### src/rtl/demux_deser4.sv
// Purpose: routes a strobed serial bit stream to one of four channels and assembles W-bit words per channel.
// Latency: a word is presented on q_c/v_c the cycle after the edge that samples its last bit.
// Backpressure: v_c holds until ack_c; a word completing while v_c is held and unacked is dropped and sets ovf_c.
module demux_deser4 #(
    parameter int W = 4
) (
    input  logic         clk,
    input  logic         rst,
    input  logic         D,
    input  logic         s0,
    input  logic         s1,
    input  logic         en,
    input  logic         ack0,
    input  logic         ack1,
    input  logic         ack2,
    input  logic         ack3,
    output logic [W-1:0] q0,
    output logic [W-1:0] q1,
    output logic [W-1:0] q2,
    output logic [W-1:0] q3,
    output logic         v0,
    output logic         v1,
    output logic         v2,
    output logic         v3,
    output logic         ovf0,
    output logic         ovf1,
    output logic         ovf2,
    output logic         ovf3
);

    localparam int CW = (W > 2) ? $clog2(W) : 1;
    localparam logic [CW-1:0] LAST = CW'(W - 1);

    // Per-channel state
    logic [W-1:0]  sr_r  [4];
    logic [CW-1:0] cnt_r [4];
    logic [W-1:0]  q_r   [4];
    logic [3:0]    v_r;
    logic [3:0]    ovf_r;

    // Per-channel decoded control
    logic [1:0]    sel;
    logic [3:0]    ack;
    logic [3:0]    hit;
    logic [3:0]    complete;
    logic [3:0]    load;
    logic [3:0]    drop;
    logic [W-1:0]  word  [4];

    assign sel = {s1, s0};
    assign ack = {ack3, ack2, ack1, ack0};

    // Decode which channel takes this bit and whether that bit finishes a word it can deliver.
    always_comb begin
        for (int c = 0; c < 4; c++) begin
            hit[c]      = 1'b0;
            complete[c] = 1'b0;
            load[c]     = 1'b0;
            drop[c]     = 1'b0;
            word[c]     = {sr_r[c][W-2:0], D};
            hit[c]      = en && (sel == 2'(c));
            complete[c] = hit[c] && (cnt_r[c] == LAST);
            // A held word can be replaced only if the consumer takes it this same cycle.
            load[c]     = complete[c] && (!v_r[c] || ack[c]);
            drop[c]     = complete[c] && v_r[c] && !ack[c];
        end
    end

    // Shift/count on strobe, publish finished words, retire acked words, latch overflow.
    always_ff @(posedge clk) begin
        if (rst) begin
            for (int c = 0; c < 4; c++) begin
                sr_r[c]  <= '0;
                cnt_r[c] <= '0;
                q_r[c]   <= '0;
            end
            v_r   <= '0;
            ovf_r <= '0;
        end else begin
            for (int c = 0; c < 4; c++) begin
                if (hit[c]) begin
                    sr_r[c]  <= word[c];
                    cnt_r[c] <= complete[c] ? '0 : cnt_r[c] + CW'(1);
                end
                if (load[c]) begin
                    q_r[c] <= word[c];
                    v_r[c] <= 1'b1;
                end else if (v_r[c] && ack[c]) begin
                    v_r[c] <= 1'b0;
                end
                if (drop[c]) begin
                    ovf_r[c] <= 1'b1;
                end
            end
        end
    end

    assign q0   = q_r[0];
    assign q1   = q_r[1];
    assign q2   = q_r[2];
    assign q3   = q_r[3];
    assign v0   = v_r[0];
    assign v1   = v_r[1];
    assign v2   = v_r[2];
    assign v3   = v_r[3];
    assign ovf0 = ovf_r[0];
    assign ovf1 = ovf_r[1];
    assign ovf2 = ovf_r[2];
    assign ovf3 = ovf_r[3];

endmodule

### config.mk
export PLATFORM = sky130hd
export DESIGN_NAME = demux_deser4
export DESIGN_NICKNAME = d
export VERILOG_FILES = /design/src/rtl/demux_deser4.sv
export SDC_FILE = /design/constraint.sdc
export NUM_CORES = 1
export LEC_CHECK = 0
export BUFFER_PORTS_ARGS = -buffer_cell sky130_fd_sc_hd__buf_2
export CORE_UTILIZATION = 45
export DETAILED_ROUTE_END_ITERATION = 8
export PLACE_DENSITY = 0.66
export SETUP_SLACK_MARGIN = 0.02
export SLEW_MARGIN = 20
export SYNTH_ARGS = -nofsm -noshare
export SYNTH_HDL_FRONTEND = slang
export SYNTH_SLANG_ARGS = --single-unit
### constraint.sdc
create_clock -name clk -period 1.9 [get_ports clk]
set_input_delay 0.38 -clock clk [delete_from_list [all_inputs] [get_ports clk]]
set_output_delay 0.38 -clock clk [all_outputs]
set_load 0.02 [all_outputs]
== After elaboration in Yosys (flattened, before gate mapping) ==
Memories as Yosys holds them, arrays and structs flattened.
Cells that the tools add are included.
Cells by class
  bitwise logic cells: 12
  muxes and demuxes: 50
  eq/ne operators: 7
  reductions and logical operators: 41
  add/sub/neg operators: 4
Operators with widths (count)
  1-bit 2-to-1 mux: 34
  4-bit 2-to-1 mux: 8
  1-bit logical AND: 24
  2-bit 2-to-1 mux: 8
  2-bit == test, second input constant: 6
  1-bit OR: 12
  2-bit by 1-bit adder with 2-bit output, second input constant: 4
  1-bit zero test: 8
  2-bit nonzero test: 4
  1-bit logical OR: 4
  2-bit by 1-bit == test with 1-bit output, second input constant: 1
  2-bit zero test: 1
Storage, ports and cells
  word-level logic and storage cells: 125
  output and inout bits: 24
  bits of input ports: 10
  memories kept: 3
  register bits after elaboration: 8
  bits in writable memories: 40
Memories
  q_r: words 4, bits a word 4, rd ports 4, clocked after memory_dff 0, write ports 4, line 37  | logic [W-1:0] q_r [4];
  sr_r: words 4, bits a word 4, rd ports 4, clocked after memory_dff 0, write ports 4, line 35  | logic [W-1:0] sr_r [4];
  cnt_r: words 4, bits a word 2, rd ports 4, clocked after memory_dff 0, write ports 4, line 36  | logic [CW-1:0] cnt_r [4];

== Longest topological paths before layout ==
Gate-level depths: netlist (run 1).
  depth after elaboration: 8
  depth in mapped cells: 4
  gate-level depth less buffers: 3

== Least setup slack after synthesis (run 1) ==
No wires, ideal clock.
  path kind: reg2reg
  start: memory cnt_r[0][0] in the netlist's numbering
  end: memory q_r[0][0], enable pin
  clock period less this slack: 1402 ps
  path buffers: 1
  data arrival time: 1065 ps
  cell stages (with the launch flop): 5
  setup slack: 498 ps
  setup time: 338 ps
  path through: edfxtp_1 > ha_1 > nand4bb_1 > buf_2 > o21bai_1
RTL lines (line)
  start, declared: 36
  end, declared: 37

==> results of run 1 <==
[layout by cell type (no fill, tap or decap), types with 2 or more instances in the layout]
master | netlist | routed
nand4b_4 | 2 | 2
buf_4 | 1 | 3
nor4b_2 | 12 | 12
buf_2 | 3 | 33
a31o_2 | 2 | 2
dfxtp_1 | 8 | 8
nor3_2 | 2 | 2
inv_1 | 2 | 2
nor3_1 | 3 | 3
nand2b_1 | 9 | 9
and3b_1 | 3 | 3
a21oi_1 | 4 | 4
and2_1 | 12 | 12
ha_1 | 4 | 4
o31ai_2 | 3 | 3
clkbuf_1 | 0 | 3
clkbuf_8 | 0 | 5
nor2b_1 | 4 | 4
nor3b_2 | 3 | 3
edfxtp_1 | 36 | 36
o21bai_1 | 6 | 6
[worst max path at each step]
stage / from / end / slack [ps] / depth (start not counted)
after global placement: en / q_r[3][3] / 360 / 3
final: cnt_r[2][0] / q_r[2][1] / 320 / 3
after global routing: cnt_r[2][0] / q_r[2][1] / 180 / 3
after floorplan: cnt_r[0][0] / q_r[0][0] / 500 / 4
after CTS: cnt_r[2][0] / q_r[2][1] / 320 / 3
after detailed placement: s1 / q_r[2][1] / 300 / 3
[power groups by stage]
stage	clock [mW]	sequential [mW]	combinational, mW
after detailed placement	0	1.11	0.143
final	0.548	1.09	0.142
after floorplan	0	1.13	0.0890
after CTS	0.562	1.09	0.143
after global placement	0	1.11	0.139
after global routing	0.603	1.10	0.154
[per-layer routing]
| metal | track usage, % | up-vias | wire length, um |
|---|---|---|---|
| li1 | - | 581 | - |
| met1 | 18.3 | 572 | 1450 |
| met2 | 24.0 | 24 | 1650 |
| met3 | 4.62 | 4 | 129 |
| met4 | 6.00 | 0 | 45 |
| met5 | 0 | - | 0 |
[cells by family after synthesis]
family | share of synthesized area, %
AND/OR/NAND/NOR | 28.6
AO/OA/AOI/OAI | 6.10
flip-flops | 59.3
buffers and inverters | 3.59
adder cells (fa/ha/maj) | 2.39
[flip-flops by register name (all words and copies together), names as in the netlist]
signal and cells:
cnt_r 8, sr_r 12, ovf_r 4, q_r 16, v_r 4
[synthesized netlist by cell type (all sizes together)]
| cell type | number | share of area (%) |
|---|---|---|
| a31o | 2 | 0.84 |
| and4b | 1 | 0.48 |
| ha | 4 | 2.4 |
| nand4bb | 1 | 0.54 |
| o31ai | 4 | 2.2 |
| buf | 8 | 3.2 |
| nand4 | 1 | 1.0 |
| and2 | 12 | 3.6 |
| edfxtp | 36 | 52 |
| and3b | 3 | 1.3 |
| nor2b | 4 | 1.2 |
| o21bai | 6 | 2.2 |
| a21oi | 4 | 0.96 |
| inv | 2 | 0.36 |
| nand2b | 9 | 2.7 |
| nor4b | 13 | 9.7 |
| nand4b | 3 | 2.7 |
| dfxtp | 8 | 7.7 |
| nor3 | 5 | 1.7 |
| nand2 | 1 | 0.18 |
| and4bb | 2 | 1.4 |
| nor3b | 4 | 2.2 |
[critical path, stage by stage (launching register included)]
cell	delay (ps)
edfxtp_1	390
ha_1	270
nand4b_4	190
o21bai_1	390
[cell type report]
| class | instances | area share, % |
|---|---|---|
| flip-flops and latches | 44 | 52.2 |
| well taps | 52 | 2.74 |
| multi-input cells | 79 | 32.6 |
| repair buffers | 37 | 8.74 |
| clock buffers | 8 | 3.37 |
| inverters | 2 | 0.316 |
==> impl_metrics.py, run 1 <==
metrics = {
    "power": {
        "pwr-share-seq_pct": 61.3,
        "p_leak_nw": 0.919,
        "power_mw": 1.78,
        "powerDensity_nw_per_um2": 750,
        "swShare_pct": 21.8,
        "peakVddDrop_v": 0.000391,
        "switchingPower_mw": 0.389,
        "p_comb_share_pct": 7.9,
        "p_int_mw": 1.39,
        "power_frac_clock_pct": 30.7,
    },
    "worst_setup_path": {
        "r2r_end": "q_r[2][1]",
        "crit_required_ps": 1850,
        "r2r_cells": 3,
        "worstSetupStartpointType": "flip-flop",
        "cp.arrival_ps": 1530,
        "end_kind": "flip-flop",
        "cp_max_fo": 7,
        "reg2reg_from": "cnt_r[2][0]",
        "worstSetupPathType": "reg -> reg",
        "r2r_slack_ps": 320,
    },
    "timing": {
        "drv_slew": 0,
        "setup_ws_ps": 318,
        "fin_setup_tns_ps": 0,
        "worstMarginPinSlew_ps": 484,
        "finClkSkew_ps": 4.95,
        "min_period_over_period_pct": 83.2,
        "rsz0062_at_grt": "no",
        "maxSlewHeadroom_pct": 67.6,
        "max_freq_ghz": 0.632,
        "setup_viol": 0,
        "hold-worst-slack_ps": 405,
        "period_needed_ps": 1580,
        "hold_violations": 0,
    },
    "grt": {
        "antenna_found_initial": 0,
        "first_global_vias": 1189,
        "grt_pass1_wl_um": 5620,
        "grt_max_degree": 23,
        "grt-ovfl-total": 0,
        "grtUsageTotal_pct": 14.8,
    },
    "final_layout": {
        "nFillCells": 367,
        "seq_area_um2": 1240,
        "multi_input_area_um2": 776,
        "final_util_pct": 53.9,
        "final_cells": 222,
        "finalNetCount": 183,
        "fin_area_um2": 2380,
        "diodes": 0,
        "syn_to_final_growth_pct": 13.6,
        "drive_above_1_share_pct": 40.6,
    },
    "detailed_routing": {
        "drt-vias-per-instance": 5.32,
        "drtPass1Iterations": 4,
        "drt_wl_total_um": 3280,
        "drt-initial-drc-count": 40,
        "wl_per_cell_um": 14.8,
        "via_count": 1181,
        "ant_nets": 0,
        "drc": 0,
    },
    "floorplanning": {
        "fp.dieArea_um2": 4930,
        "die_h_um": 70.2,
        "io_pins": 34,
        "core_area_um2": 4410,
        "die_x_um": 70.2,
        "initial_utilization_pct": 47.4,
        "row_count": 24,
    },
    "placed_design": {
        "io_buffers": 33,
        "dpl_cell_area_um2": 2300,
        "dp_slack_ps": 299,
        "dp.cells": 214,
        "routabilityCongestion": 0.776,
        "dpl.hpwl_um": 2420,
    },
    "synthesis": {
        "synth_warnings": 0,
        "yosys.cell_types.count": 30,
        "yosysSeqAreaShare_pct": 59.3,
        "syn-instance-count": 133,
        "synth.avg_cell_area_um2": 15.7,
        "syn_area_um2": 2090,
        "ys_ff_latch": 44,
        "syn-num-nets": 147,
    },
    "clock_tree": {
        "cts.clk_slew.worst_paths_ps": 80,
        "cts_setup_buffers": 0,
        "clock-sinks": 44,
        "clockBufferDepth": 2,
        "clockRootBuffer": "clkbuf_8",
        "numCtsBuffers": 5,
        "cts_tree": "yes",
        "ctsResizeCount": 0,
        "clkLatencyLatePin_ps": 290,
        "cts_hold_buf": 0,
        "h-tree-depth": 2,
    },
    "hold_path": {
        "min_to": "ovf_r[1]",
        "holdPathStages": 3,
        "min_path_type": "in -> reg",
        "hold_path_startpoint": "ack1",
    },
    "run": {
        "maxCapViolCount": 0,
    },
    "run_status": {
        "status": "finished clean",
    },
}
Power figures use the tool's default switching activity.
==> run 2: changes to the inputs <==
Clock period 1.9 ns to 1.46 ns, I/O delays scaled along.
==> run 2 against run 1 <==
  * First-iteration DRC count is 25% lower
  * Register-to-register slack got worse by 200 ps
  * Routed wire length grew 10%
  * Global-route usage increased by 1.5 points
  * Die area did not move
  * Critical path depth increased by 1
  * Sequential share of layout area is 2.0 points lower
  * Critical endpoint is now q_r[3][2]
  * Largest cell class unchanged
  * Highest routed layer unchanged
==> impl_metrics.py, run 2 (same netlist as run 1, synthesis figures left out) <==
metrics = {
    "worst_setup_path": {
        "r2r_end": "q_r[3][2]",
        "max_stage_delay_ps": 360,
        "cp_slowest_cell": "edfxtp_1",
        "worstSetupStartpointType": "flip-flop",
        "cp.arrival_ps": 1450,
        "crit_required_ps": 1560,
        "reg2reg_from": "cnt_r[3][0]",
        "cp_max_fo": 6,
        "r2r_cells": 4,
        "r2r_slack_ps": 120,
        "worstSetupPathType": "reg -> reg",
        "end_kind": "flip-flop",
        "path_cells": "ha_1 -> nand4_4 -> buf_4 -> nor4b_2",
    },
    "placed_design": {
        "dpl_cell_area_um2": 2370,
        "dpl.hpwl_um": 2650,
        "routabilityCongestion": 0.810,
        "io_buffers": 33,
    },
    "grt": {
        "first_global_vias": 1291,
        "grt_pass1_wl_um": 6180,
        "grtUsageTotal_pct": 16.3,
        "grt-ovfl-total": 0,
        "grt_max_degree": 19,
        "antenna_found_initial": 0,
    },
    "detailed_routing": {
        "drc": 0,
        "ant_nets": 0,
        "wl_per_cell_um": 15.5,
        "drtPass1Iterations": 4,
        "via_count": 1248,
        "drt_wl_total_um": 3610,
        "drt-initial-drc-count": 30,
        "drt-vias-per-instance": 5.36,
    },
    "clock_tree": {
        "clockBufferDepth": 2,
        "clock-sinks": 44,
        "cts_hold_buf": 0,
        "h-tree-depth": 2,
        "cts.clk_slew.worst_paths_ps": 80,
        "cts_tree": "yes",
        "numCtsBuffers": 5,
        "clkLatencyLatePin_ps": 290,
        "clockRootBuffer": "clkbuf_8",
    },
    "power": {
        "p_leak_nw": 0.972,
        "powerDensity_nw_per_um2": 948,
        "peakVddDrop_v": 0.000587,
    },
    "timing": {
        "max_freq_ghz": 0.744,
        "maxSlewHeadroom_pct": 78.8,
        "min_period_over_period_pct": 92.0,
        "period_needed_ps": 1340,
        "hold_violations": 0,
        "rsz0062_at_grt": "no",
        "setup_viol": 0,
        "drv_slew": 0,
        "finClkSkew_ps": 6.64,
        "worstMarginPinSlew_ps": 318,
        "fin_setup_tns_ps": 0,
    },
    "run": {
        "maxCapViolCount": 0,
    },
    "final_layout": {
        "top_register": "q_r",
        "largest_reg_flops": 16,
        "largestRegisters": "q_r (16), sr_r (12), cnt_r (8)",
        "fin_area_um2": 2470,
        "layout_commonest_cell": "edfxtp_1",
        "drive_above_1_share_pct": 48.1,
        "finalNetCount": 195,
        "nFillCells": 368,
        "diodes": 0,
        "final_cell_mix": "edfxtp_1, buf_2, buf_4, nor4b_2, and2_1",
        "syn_to_final_growth_pct": 18.1,
    },
    "floorplanning": {
        "initial_utilization_pct": 47.4,
        "row_count": 24,
        "die_h_um": 70.2,
        "core_area_um2": 4410,
        "io_pins": 34,
        "die_x_um": 70.2,
        "fp.dieArea_um2": 4930,
    },
    "run_status": {
        "status": "finished clean",
    },
    "hold_path": {
        "min_to": "v_r[0]",
        "hold_path_startpoint": "ack0",
        "min_path_type": "in -> reg",
        "holdPathStages": 3,
    },
}
-- run 2: cell types whose count changed in the layout (fill, tap and decap cells not counted), sizes merged --
cell / delta
buf: +12
clkbuf: -1
-- run 2: repair_timing --
| item | CTS | global route |
|---|---|---|
| endpoints found under the setup margin | 4 | 14 |
| endpoints found under the hold margin | 0 | 0 |
| gates cloned | 0 | 0 |
| setup buffers | 0 | 1 |
| resized for setup | 1 | 5 |
-- run 2: layout make-up --
class / instances / area (um^2) / area share (%)
flip-flops and latches: 44 / 1240 / 50.3
multi-input cells: 79 / 795 / 32.2
repair buffers: 49 / 285 / 11.6
clock buffers: 7 / 76.3 / 3.09
well taps: 52 / 65.1 / 2.63
inverters: 2 / 7.51 / 0.304
-- run 2: how the worst max path moves through the flow --
stage                 from        end  cells after the start
3_5_place_dp   cnt_r[1][0]  q_r[1][3]                      3
4_1_cts        cnt_r[2][0]  q_r[2][1]                      3
3_3_place_gp            en  q_r[3][0]                      3
5_1_grt        cnt_r[0][0]  q_r[0][2]                      4
6_report       cnt_r[3][0]  q_r[3][2]                      4
2_1_floorplan  cnt_r[0][0]  q_r[0][0]                      4
-- run 2: report_power, final --
part | internal (mW) | switching [mW]
combinational | 0.0828 | 0.118
clock | 0.330 | 0.388
sequential | 1.40 | 0.0191
-- run 2: layer usage --
layer	wire length (um)	vias to the layer above	GRT usage, %
met1	1570	616	19.6
li1	-	604	-
met5	0	-	0
met2	1860	23	27.7
met4	59	0	6.00
met3	125	5	4.62
-- run 2: stage by stage --
stage	setup WS, ps	utilization (%)	total power, mW	std cells	hold slack [ps]
2_1_floorplan	57.8	-	1.59	133	490
3_3_place_gp	98.7	53.6	1.64	225	441
3_5_place_dp	29.2	53.6	1.65	225	458
4_1_cts	36.8	55.4	2.35	232	313
5_1_grt	24.3	56.0	2.42	233	318
6_report	116	56.0	2.34	233	315
-- run 2: worst max-delay path, delay by kind of cell, from the launching register on --
family                   cells  cell delay (ps)
flip-flops                   1              360
buffers and inverters        1              190
AND/OR/NAND/NOR              2              360
adder cells (fa/ha/maj)      1              240
